**src/rtl/reversible_serial_unadder_pkg.sv**
```systemverilog
// reversible_serial_unadder_pkg: shared FSM encoding and sizing helper for the reversible unadder.
package reversible_serial_unadder_pkg;
    typedef enum logic [1:0] {IDLE = 2'd0, RUN = 2'd1, DONE = 2'd2} state_t;
    function automatic int digit_count(input int width, input int digit);
        return width / digit;
    endfunction
endpackage

```
**src/rtl/feynman_gate.sv**
```systemverilog
// feynman_gate: reversible CNOT, control passes through and the target is XORed with it.
module feynman_gate (
    input  logic ctrl_i,
    input  logic tgt_i,
    output logic ctrl_o,
    output logic tgt_o
);
    assign ctrl_o = ctrl_i;
    assign tgt_o  = ctrl_i ^ tgt_i;
endmodule

```
**src/rtl/fredkin_gate.sv**
```systemverilog
// fredkin_gate: reversible controlled swap, x and y exchange places when ctrl is set.
module fredkin_gate (
    input  logic ctrl_i,
    input  logic x_i,
    input  logic y_i,
    output logic ctrl_o,
    output logic x_o,
    output logic y_o
);
    assign ctrl_o = ctrl_i;
    assign x_o    = ctrl_i ? y_i : x_i;
    assign y_o    = ctrl_i ? x_i : y_i;
endmodule

```
**src/rtl/unadder_slice.sv**
```systemverilog
// unadder_slice: one bit of the uncompute chain, recovers a = s^b^c and regenerates the forward carry.
module unadder_slice (
    input  logic s_i,
    input  logic b_i,
    input  logic c_i,
    output logic a_o,
    output logic c_o
);
    logic c_p, x, x_p, unused_ctrl, unused_swap;
    feynman_gate u_x (.ctrl_i(c_i), .tgt_i(s_i), .ctrl_o(c_p), .tgt_o(x));
    feynman_gate u_a (.ctrl_i(x), .tgt_i(b_i), .ctrl_o(x_p), .tgt_o(a_o));
    // a^b set means the forward carry propagated c, otherwise it was generated/killed by b
    fredkin_gate u_c (
        .ctrl_i(x_p), .x_i(c_p), .y_i(b_i),
        .ctrl_o(unused_ctrl), .x_o(unused_swap), .y_o(c_o)
    );
endmodule

```
**src/rtl/reversible_serial_unadder.sv**
```systemverilog
// reversible_serial_unadder: digit-serial recovery of A = Sum - B - Cin with carry-out self-check.
module reversible_serial_unadder #(
    parameter int WIDTH = 32,
    parameter int DIGIT = 4
) (
    input  logic             clk,
    input  logic             rst,
    input  logic             in_valid,
    output logic             in_ready,
    input  logic [WIDTH-1:0] sum_in,
    input  logic [WIDTH-1:0] b_in,
    input  logic             cin_in,
    input  logic             cout_in,
    output logic             out_valid,
    input  logic             out_ready,
    output logic [WIDTH-1:0] a_out,
    output logic             carry_mismatch
);
    import reversible_serial_unadder_pkg::*;
    localparam int N  = digit_count(WIDTH, DIGIT);
    localparam int CW = $clog2(N + 1);
    state_t state_q, state_d;
    logic [WIDTH-1:0] s_q, s_d, b_q, b_d, acc_q, acc_d, a_q, a_d;
    logic [CW-1:0] cnt_q, cnt_d;
    logic carry_q, carry_d, cout_q, cout_d, mis_q, mis_d;
    logic [DIGIT:0] c;
    logic [DIGIT-1:0] a_dig;
    assign c[0] = carry_q;
    for (genvar i = 0; i < DIGIT; i++) begin : g_slice
        unadder_slice u_slice (
            .s_i(s_q[i]), .b_i(b_q[i]), .c_i(c[i]), .a_o(a_dig[i]), .c_o(c[i+1])
        );
    end
    assign in_ready       = state_q == IDLE;
    assign out_valid      = state_q == DONE;
    assign a_out          = a_q;
    assign carry_mismatch = mis_q;
    always_comb begin
        state_d = state_q;
        s_d     = s_q;
        b_d     = b_q;
        acc_d   = acc_q;
        a_d     = a_q;
        cnt_d   = cnt_q;
        carry_d = carry_q;
        cout_d  = cout_q;
        mis_d   = mis_q;
        case (state_q)
            IDLE: if (in_valid) begin
                s_d     = sum_in;
                b_d     = b_in;
                cout_d  = cout_in;
                carry_d = cin_in;
                cnt_d   = '0;
                state_d = RUN;
            end
            RUN: begin
                // operands shift down so the slices always see the current digit at bit 0
                s_d     = s_q >> DIGIT;
                b_d     = b_q >> DIGIT;
                acc_d   = (acc_q >> DIGIT) | (WIDTH'(a_dig) << (WIDTH - DIGIT));
                carry_d = c[DIGIT];
                cnt_d   = cnt_q + CW'(1);
                if (cnt_q == CW'(N - 1)) begin
                    a_d     = acc_d;
                    mis_d   = c[DIGIT] != cout_q;
                    state_d = DONE;
                end
            end
            DONE: if (out_ready) state_d = IDLE;
            default: state_d = IDLE;
        endcase
    end
    always_ff @(posedge clk) begin
        if (rst) begin
            state_q <= IDLE;
            s_q     <= '0;
            b_q     <= '0;
            acc_q   <= '0;
            a_q     <= '0;
            cnt_q   <= '0;
            carry_q <= 1'b0;
            cout_q  <= 1'b0;
            mis_q   <= 1'b0;
        end else begin
            state_q <= state_d;
            s_q     <= s_d;
            b_q     <= b_d;
            acc_q   <= acc_d;
            a_q     <= a_d;
            cnt_q   <= cnt_d;
            carry_q <= carry_d;
            cout_q  <= cout_d;
            mis_q   <= mis_d;
        end
    end
endmodule

```
**config.mk**
```make
export PLATFORM = sky130hd
export DESIGN_NAME = reversible_serial_unadder
export DESIGN_NICKNAME = d
export VERILOG_FILES = /design/src/rtl/reversible_serial_unadder_pkg.sv /design/src/rtl/feynman_gate.sv /design/src/rtl/fredkin_gate.sv /design/src/rtl/unadder_slice.sv /design/src/rtl/reversible_serial_unadder.sv
export SDC_FILE = /design/constraint.sdc
export NUM_CORES = 1
export LEC_CHECK = 0
export CORE_UTILIZATION = 52
export CTS_CLUSTER_DIAMETER = 200
export DETAILED_ROUTE_END_ITERATION = 8
export GPL_TIMING_DRIVEN = 0
export PLACE_DENSITY = 0.88
export SYNTH_ARGS = -nofsm -noshare
export SYNTH_HDL_FRONTEND = slang
export SYNTH_HIERARCHICAL = 1
export SYNTH_SLANG_ARGS = --single-unit
export TNS_END_PERCENT = 5
```
**constraint.sdc**
```tcl
create_clock -name clk -period 4.28 [get_ports clk]
set_clock_uncertainty 0.05 [all_clocks]
set_input_delay 0.428 -clock clk [delete_from_list [all_inputs] [get_ports clk]]
set_output_delay 0.428 -clock clk [all_outputs]
set_load 0.05 [all_outputs]
```
==> metrics.md, run 1 <==
| Metric | Value |
|---|---|
| Yosys warnings | 6 |
| Number of fillers in the final layout | 760 |
| Highest routing layer actually used | met4 |
| Static leakage power | roughly 2.8 nW |
| Buffer type at the clock tree root | sky130_fd_sc_hd__clkbuf_8 |
| Max-cap check violation count | 0 |
| GRT Resource Usage Total | about 26% |
| Kind of end point of the critical path | register |
| Synthesized cell area | approximately 0.0055 mm2 |
| Routed length on met3 | about 800 um |
| P_sw | 0.793 mW |
| Portion of total power attributed to the clock network | between 40 and 50% |
| Slack of the critical path | 0.372 ns |
| Logic gate share of total power | 12.6% |
| Routed wire length per instance | 14.9 um |
| Crit path max-delay cell type | sky130_fd_sc_hd__dfxtp_1 |
| Hold Vio Cnt, Final | 0 |
| Setup violation total in the final timing report | 0 |
| Buffer levels on the longest clock path | 2 |
| Area of all sequential standard cells | 0.00266 mm2 |
| Final TNS setup | 0 ns |
| Worst max-slew margin expressed relative to the limit | 63.8% |
| Effective utilization at floorplan | 53.4% |
| CTS H-tree depth | 4 |
| TritonCTS sink count | 133 |
| Unrepaired setup endpoints after global routing | no |
| Wire length on met2 | 6.92 mm |
| Buffers inserted by post-CTS timing repair | 0 |
| Final-stage net count | about 860 |
| Final hold slack | 0.157 ns |
| Area of the multi-input gates | 0.00242 mm2 |
| Cell mode on critical path | sky130_fd_sc_hd__xor2_1 |
| First-pass detailed-route iteration total | 7 |
| Number of placement rows | 37 |
| Proportion of power drawn by flip-flops and latches | 43.3% |
| Antenna violation net count after detailed routing | 0 |
| Maximum number of pins on one net before global-route repair | 17 |
| Area of the die | 0.0110 mm2 |
| Height of the die | about 100 um |
| Period utilisation layout | around 91% |
| Worst Setup Slack post-DPL | 0.458 ns |
| Total grt overflow | 0 |
| Floorplan core area | 0.0103 mm2 |
| Synthesized area per cell | 8.25 um2 |
| Critical path data arrival time | 4.26 ns |
| Worst-margin pin slew | 0.543 ns |
| Initial detailed-routing violation count | 383 |
| Overall die width | 105 um |
| Resized Gates After CTS | 0 |
| Crit path largest cell delay | 0.36 ns |
| Critical setup path kind | register to register |
| Via count normalized by instance count | 5.52 |
| Area grow syn2layout | 32.3% |
| Initial antenna violation count | 0 |
| Total power per unit cell area | around 430 mW/mm2 |
| Number of top-level pins | about 110 |
| Number of cells produced by synthesis | 665 |
| Path class of the lowest-slack min-delay path | input port to register |
| Sw Share | 25.5% |
| Hold-fix buffers, CTS | 0 |
| Gp weighted congestion | 0.863 |
| Skew-Pair Late Insertion Delay | 0.52 ns |
| Vias in the first global route | 5,015 |
| Drt total wl | 14.0 mm |
| Critical path launch point type | register |
| First-pass GRT wire length | ~23 mm |
| Worst vdd rail ir drop | 0.000240 V |
| Worst path required time | about 4.6 ns |
| Outcome | completed |
| CTS tree | built |
| Routed metal-1 wire length | 5.75 mm |
| Detailed placer's ending HPWL | 9.66 mm |
| Internal power component | 2.31 mW |
| Highest fanout seen on the critical path | 3 |
| Register clock-pin slew on the reported worst setup and hold paths | around 0.06 ns |
| Proportion of layout cells with a drive suffix above 1 | 11.4% |
| Post-synthesis net count | roughly 740 |
| Max-slew violation count | 0 |
| Highest clock rate | between 200 and 300 MHz |
| Via total after detailed routing | 5,169 |
| Final Critical Period | 3.91 ns |
| Buffers added on ports | 103 |
| Antenna diodes | 0 |
| Post-route DRC violation count | 0 |
| Cell-by-cell trace of the critical path | xor2_1, buf_4, mux2_2, xor2_1, buf_4, mux2_2, xor2_1, buf_4, mux2_2, xor2_1, buf_4, mux2_2, xor2_1, o311a_1 |
| Inserted Clock Buffers | 17 |
==> cells in the final DEF (no fill, tap or decap), types with 2 or more instances in the layout <==
cell type / count
sky130_fd_sc_hd__clkdlybuf4s50_1: 103
sky130_fd_sc_hd__nand3_1: 2
sky130_fd_sc_hd__clkbuf_1: 13
sky130_fd_sc_hd__clkinv_4: 3
sky130_fd_sc_hd__clkbuf_8: 5
sky130_fd_sc_hd__a21oi_1: 143
sky130_fd_sc_hd__nand2_1: 180
sky130_fd_sc_hd__buf_2: 27
sky130_fd_sc_hd__nand3b_1: 2
sky130_fd_sc_hd__mux2_2: 4
sky130_fd_sc_hd__buf_4: 16
sky130_fd_sc_hd__buf_6: 3
sky130_fd_sc_hd__o21bai_1: 2
sky130_fd_sc_hd__clkbuf_16: 16
sky130_fd_sc_hd__nor2_1: 12
sky130_fd_sc_hd__xor2_1: 9
sky130_fd_sc_hd__clkinvlp_4: 2
sky130_fd_sc_hd__a22oi_1: 8
sky130_fd_sc_hd__buf_12: 3
sky130_fd_sc_hd__clkinv_2: 4
sky130_fd_sc_hd__dfxtp_1: 133
sky130_fd_sc_hd__a31oi_1: 2
sky130_fd_sc_hd__o21ai_0: 57
sky130_fd_sc_hd__nor2b_1: 3
sky130_fd_sc_hd__mux2i_1: 33
==> worst paths after layout <==
check	cells past startpoint	from	end	slack [ns]
min reg2reg	2	a_out[8]	a_out[8]	0.40
min	2	rst	cnt_q[0]	0.16
max	14	carry_q	carry_mismatch	0.37
max reg2reg	14	carry_q	carry_mismatch	0.37
==> registers in the layout, summed over array words and instances (netlist names) <==
name and cells:
carry_mismatch 1, carry_q 1, a_out 32, state_q 2
cnt_q 4, b_q 32, s_q 32, acc_q 28
cout_q 1
==> power by group through the flow <==
stage / clock network [mW] / registers, mW / logic [mW]
after floorplan: 0 / 1.35 / 0.250
after global placement: 0 / 1.36 / 0.366
after detailed placement: 0 / 1.37 / 0.378
after CTS: 1.38 / 1.34 / 0.385
after global routing: 1.44 / 1.35 / 0.424
final: 1.37 / 1.34 / 0.390
==> critical path: cells and delay by family, from the launching register on <==
| family | cells | cell delay (ns) |
|---|---|---|
| buffers and inverters | 4 | 0.61 |
| DFF | 1 | 0.36 |
| muxes | 4 | 1.38 |
| xor gates and xnor gates | 5 | 1.08 |
| AOI/OAI and AO/OA | 1 | 0.30 |
==> area by class of cell <==
cell class	count	area share, %
Inverter	1	0.0517
Buffer	63	5.55
Timing Repair Buffer	103	14.2
Clock buffer	21	6.46
Tap cell	136	2.34
Clock inverter	11	1.38
Sequential cell	133	36.7
Multi-Input combinational cell	468	33.3
==> metrics by stage <==
| step | std cells | area [um2] | utilization, % | total power, mW |
|---|---|---|---|---|
| floorplan | 665 | 5490 | - | 1.60 |
| global placement | 904 | 6690 | 65.1 | 1.73 |
| detailed placement | 904 | 6690 | 65.1 | 1.74 |
| CTS | 936 | 7260 | 70.6 | 3.10 |
| global route | 936 | 7260 | 70.6 | 3.21 |
| finish | 936 | 7260 | 70.6 | 3.10 |
==> layer usage <==
| metal | global-route usage [%] | vias to the layer above |
|---|---|---|
| met5 | 0 | - |
| met4 | 12.5 | 0 |
| met3 | 5.30 | 59 |
| met2 | 45.7 | 241 |
| met1 | 29.8 | 2385 |
| li1 | - | 2484 |
No activity file was read; power rests on OpenSTA's default activity.
==> inputs of run 2 (changes only) <==
--- a/config.mk
+++ b/config.mk
@@ -7,2 +7,4 @@
 export LEC_CHECK = 0
+export CAP_MARGIN = 10
+export CORE_ASPECT_RATIO = 1.2
 export CORE_UTILIZATION = 52
==> constraint.sdc (replaced) <==
create_clock -name clk -period 4.28 [get_ports clk]
set_clock_uncertainty 0.05 [all_clocks]
set_input_delay 1.284 -clock clk [delete_from_list [all_inputs] [get_ports clk]]
set_output_delay 1.284 -clock clk [all_outputs]
set_load 0.05 [all_outputs]
==> metrics.md, run 2 (synthesis gave the netlist of run 1 again) <==
| Metric | Value |
|---|---|
| Vias in the first global route | 4,982 (-0.66%) |
| Slack of the critical path | 0.366 ns (-0.00638 ns) |
| First-pass GRT wire length | 22.6 mm (-0.88%) |
| Worst-margin pin slew | 0.586 ns (+0.0426 ns) |
| Register clock-pin slew on the reported worst setup and hold paths | 0.06 ns (about the same) |
| Critical setup path kind | register to register |
| Number of placement rows | 40 (+8.1%) |
| Post-route DRC violation count | 0 (unchanged) |
| Cell-by-cell trace of the critical path | xor2_1, buf_4, mux2_2, xor2_1, buf_4, mux2_2, xor2_1, buf_4, mux2_2, xor2_1, buf_4, mux2_2, xor2_1, o311a_1 |
| Critical path launch point type | register |
| Highest clock rate | 255 MHz (-0.16%) |
| Final-stage net count | 858 (unchanged) |
| Path class of the lowest-slack min-delay path | register to register |
| TritonCTS sink count | 133 (unchanged) |
| Antenna violation net count after detailed routing | 0 (unchanged) |
| Hold-fix buffers, CTS | 0 (unchanged) |
| Overall die width | 95.8 um (-8.5%) |
| Via total after detailed routing | 5,090 (-1.5%) |
| Initial antenna violation count | 0 (unchanged) |
| Global routing met3 resource utilization | 5.84% (+0.54 points) |
| Max-cap check violation count | 0 (unchanged) |
| Gp weighted congestion | 0.870 (+0.83%) |
| Met2 capacity usage during global routing | 45.1% (-0.65 points) |
| Worst setup path startpoint | carry_q |
| Highest-utilization routing layer at the global route stage | met2 |
| Startpoint of the worst hold path | a_out[4] |
| Outcome | completed |
| Highest fanout seen on the critical path | 3 (unchanged) |
| Hold Vio Cnt, Final | 0 (unchanged) |
| Met1 usage in global routing | 31.1% (+1.3 points) |
| Via count normalized by instance count | 5.50 (-0.46%) |
| Worst vdd rail ir drop | 0.000283 V (+18%) |
| Worst max-slew margin expressed relative to the limit | 60.8% (-3.0 points) |
| Effective utilization at floorplan | 54.0% (+0.62 points) |
| Antenna diodes | 0 (unchanged) |
| Drt total wl | 13.7 mm (-1.7%) |
| Inserted Clock Buffers | 17 (unchanged) |
| Floorplan core area | 0.0102 mm2 (-1.1%) |
| Cell mode on critical path | sky130_fd_sc_hd__xor2_1 |
| Area grow syn2layout | 31.7% |
| Max-slew violation count | 0 (unchanged) |
| Period utilisation layout | 91.5% (+0.15 points) |
| Unrepaired setup endpoints after global routing | no |
| Area of the die | 0.0110 mm2 (about the same) |
| Final Critical Period | 3.91 ns (+0.00638 ns) |
| Utilization after layout | 71.2% (+0.53 points) |
| Static leakage power | 2.77 nW (-0.28%) |
| Skew-Pair Late Insertion Delay | 0.41 ns (-0.11 ns) |
| Detailed placer's ending HPWL | 9.51 mm (-1.6%) |
| Height of the die | 115 um (+9.4%) |
| Commonest cells after routing, fill and taps aside | sky130_fd_sc_hd__nand2_1 (180), sky130_fd_sc_hd__a21oi_1 (143), sky130_fd_sc_hd__dfxtp_1 (133) |
| Most frequent standard cell in the layout excluding fill and tap cells | sky130_fd_sc_hd__nand2_1 |
| Crit path max-delay cell type | sky130_fd_sc_hd__dfxtp_1 |
| Number of top-level pins | 105 (unchanged) |
| Buffer levels on the longest clock path | 2 (unchanged) |
| CTS tree | built |
| Crit path largest cell delay | 0.38 ns (+0.02 ns) |
| Buffers inserted by post-CTS timing repair | 0 (unchanged) |
| Kind of end point of the critical path | register |
| GRT Resource Usage Total | 26.4% (+0.54 points) |
| Critical path data arrival time | 4.16 ns (-0.10 ns) |
| Routed wire length per instance | 14.8 um (-0.59%) |
| Worst path required time | 4.52 ns (-0.12 ns) |
| Total power per unit cell area | 425 mW/mm2 (-0.63%) |
| Setup violation total in the final timing report | 0 (unchanged) |
| Total grt overflow | 0 (unchanged) |
| Maximum number of pins on one net before global-route repair | 17 (unchanged) |
| First-pass detailed-route iteration total | 6 (-1) |
| Buffers & Inverters on Critical Path | 4 (unchanged) |
| Proportion of layout cells with a drive suffix above 1 | 11.3% (-0.13 points) |
| Worst Setup Slack post-DPL | 0.418 ns (-0.0395 ns) |
| Resized Gates After CTS | 0 (unchanged) |
| Largest delay share family, worst path | multiplexers |
| Final TNS setup | 0 ns (unchanged) |
| Buffers added on ports | 103 (unchanged) |
| Buffer type at the clock tree root | sky130_fd_sc_hd__clkbuf_16 |
| R2r startpoint | carry_q |
| CTS H-tree depth | 4 (unchanged) |
| Initial detailed-routing violation count | 293 (-23%) |
## run 2: cell count changes in the layout (fill, tap and decap cells not counted)
cell,before,now
sky130_fd_sc_hd__clkbuf_1,13,14
sky130_fd_sc_hd__clkbuf_16,16,17
sky130_fd_sc_hd__clkbuf_8,5,1
sky130_fd_sc_hd__clkinv_2,4,6
sky130_fd_sc_hd__clkinv_4,3,4
sky130_fd_sc_hd__inv_6,1,0
## run 2: stage by stage
stage / hold slack (ns) / std cells / total power, mW / instance area (um2)
6_report: 0.409 / 926 / 3.07 / 7230
5_1_grt: 0.432 / 926 / 3.18 / 7230
4_1_cts: 0.409 / 926 / 3.07 / 7230
3_5_place_dp: 0.402 / 894 / 1.74 / 6680
3_3_place_gp: 0.392 / 894 / 1.73 / 6680
2_1_floorplan: 0.387 / 665 / 1.60 / 5490
## run 2: tightest hold or removal path, cell delays in order, from the launching register on
cell and delay [ns]:
sky130_fd_sc_hd__dfxtp_1 0.31, sky130_fd_sc_hd__nand2_1 0.05, sky130_fd_sc_hd__mux2i_1 0.05
## run 2: where the power goes
group	switching, mW	internal, mW	total [mW]
Combinational	0.210	0.178	0.388
Clock	0.533	0.809	1.34
Sequential	0.0408	1.30	1.34
Total	0.784	2.29	3.07
## run 2: path summary, 6_finish.rpt
check / end / slack, ns / cells past startpoint
max: carry_mismatch / 0.37 / 14
min: a_out[4] / 0.41 / 2
max reg2reg: carry_mismatch / 0.37 / 14
min reg2reg: a_out[4] / 0.41 / 2
## run 2: layout make-up
cell class              instances  area [um2]
flip-flops and latches        133        2660
multi-input cells             468        2420
repair buffers                103        1030
plain buffers                  63         403
well taps                     126         158
clock buffers                  19         443
clock inverters                13         110
inverters                       1        3.75
fillers                       732        2930
## run 2: layer usage
metal / wire length (um) / part of all wire [%]
met3: 862 / 6.3
met2: 6820 / 50
met1: 5620 / 41
met4: 446 / 3.2
met5: 0 / 0
==> inputs of run 3 (changes only) <==
--- a/config.mk
+++ b/config.mk
@@ -14,2 +14,3 @@
 export PLACE_DENSITY = 0.88
+export SETUP_SLACK_MARGIN = 0.05
 export SYNTH_ARGS = -nofsm -noshare
--- a/constraint.sdc
+++ b/constraint.sdc
@@ -4,2 +4,2 @@
 set_output_delay 1.284 -clock clk [all_outputs]
-set_load 0.05 [all_outputs]
+set_load 0.005 [all_outputs]
==> results of run 3 <==
Same layout as run 2 (identical final DEF). Status: completed.
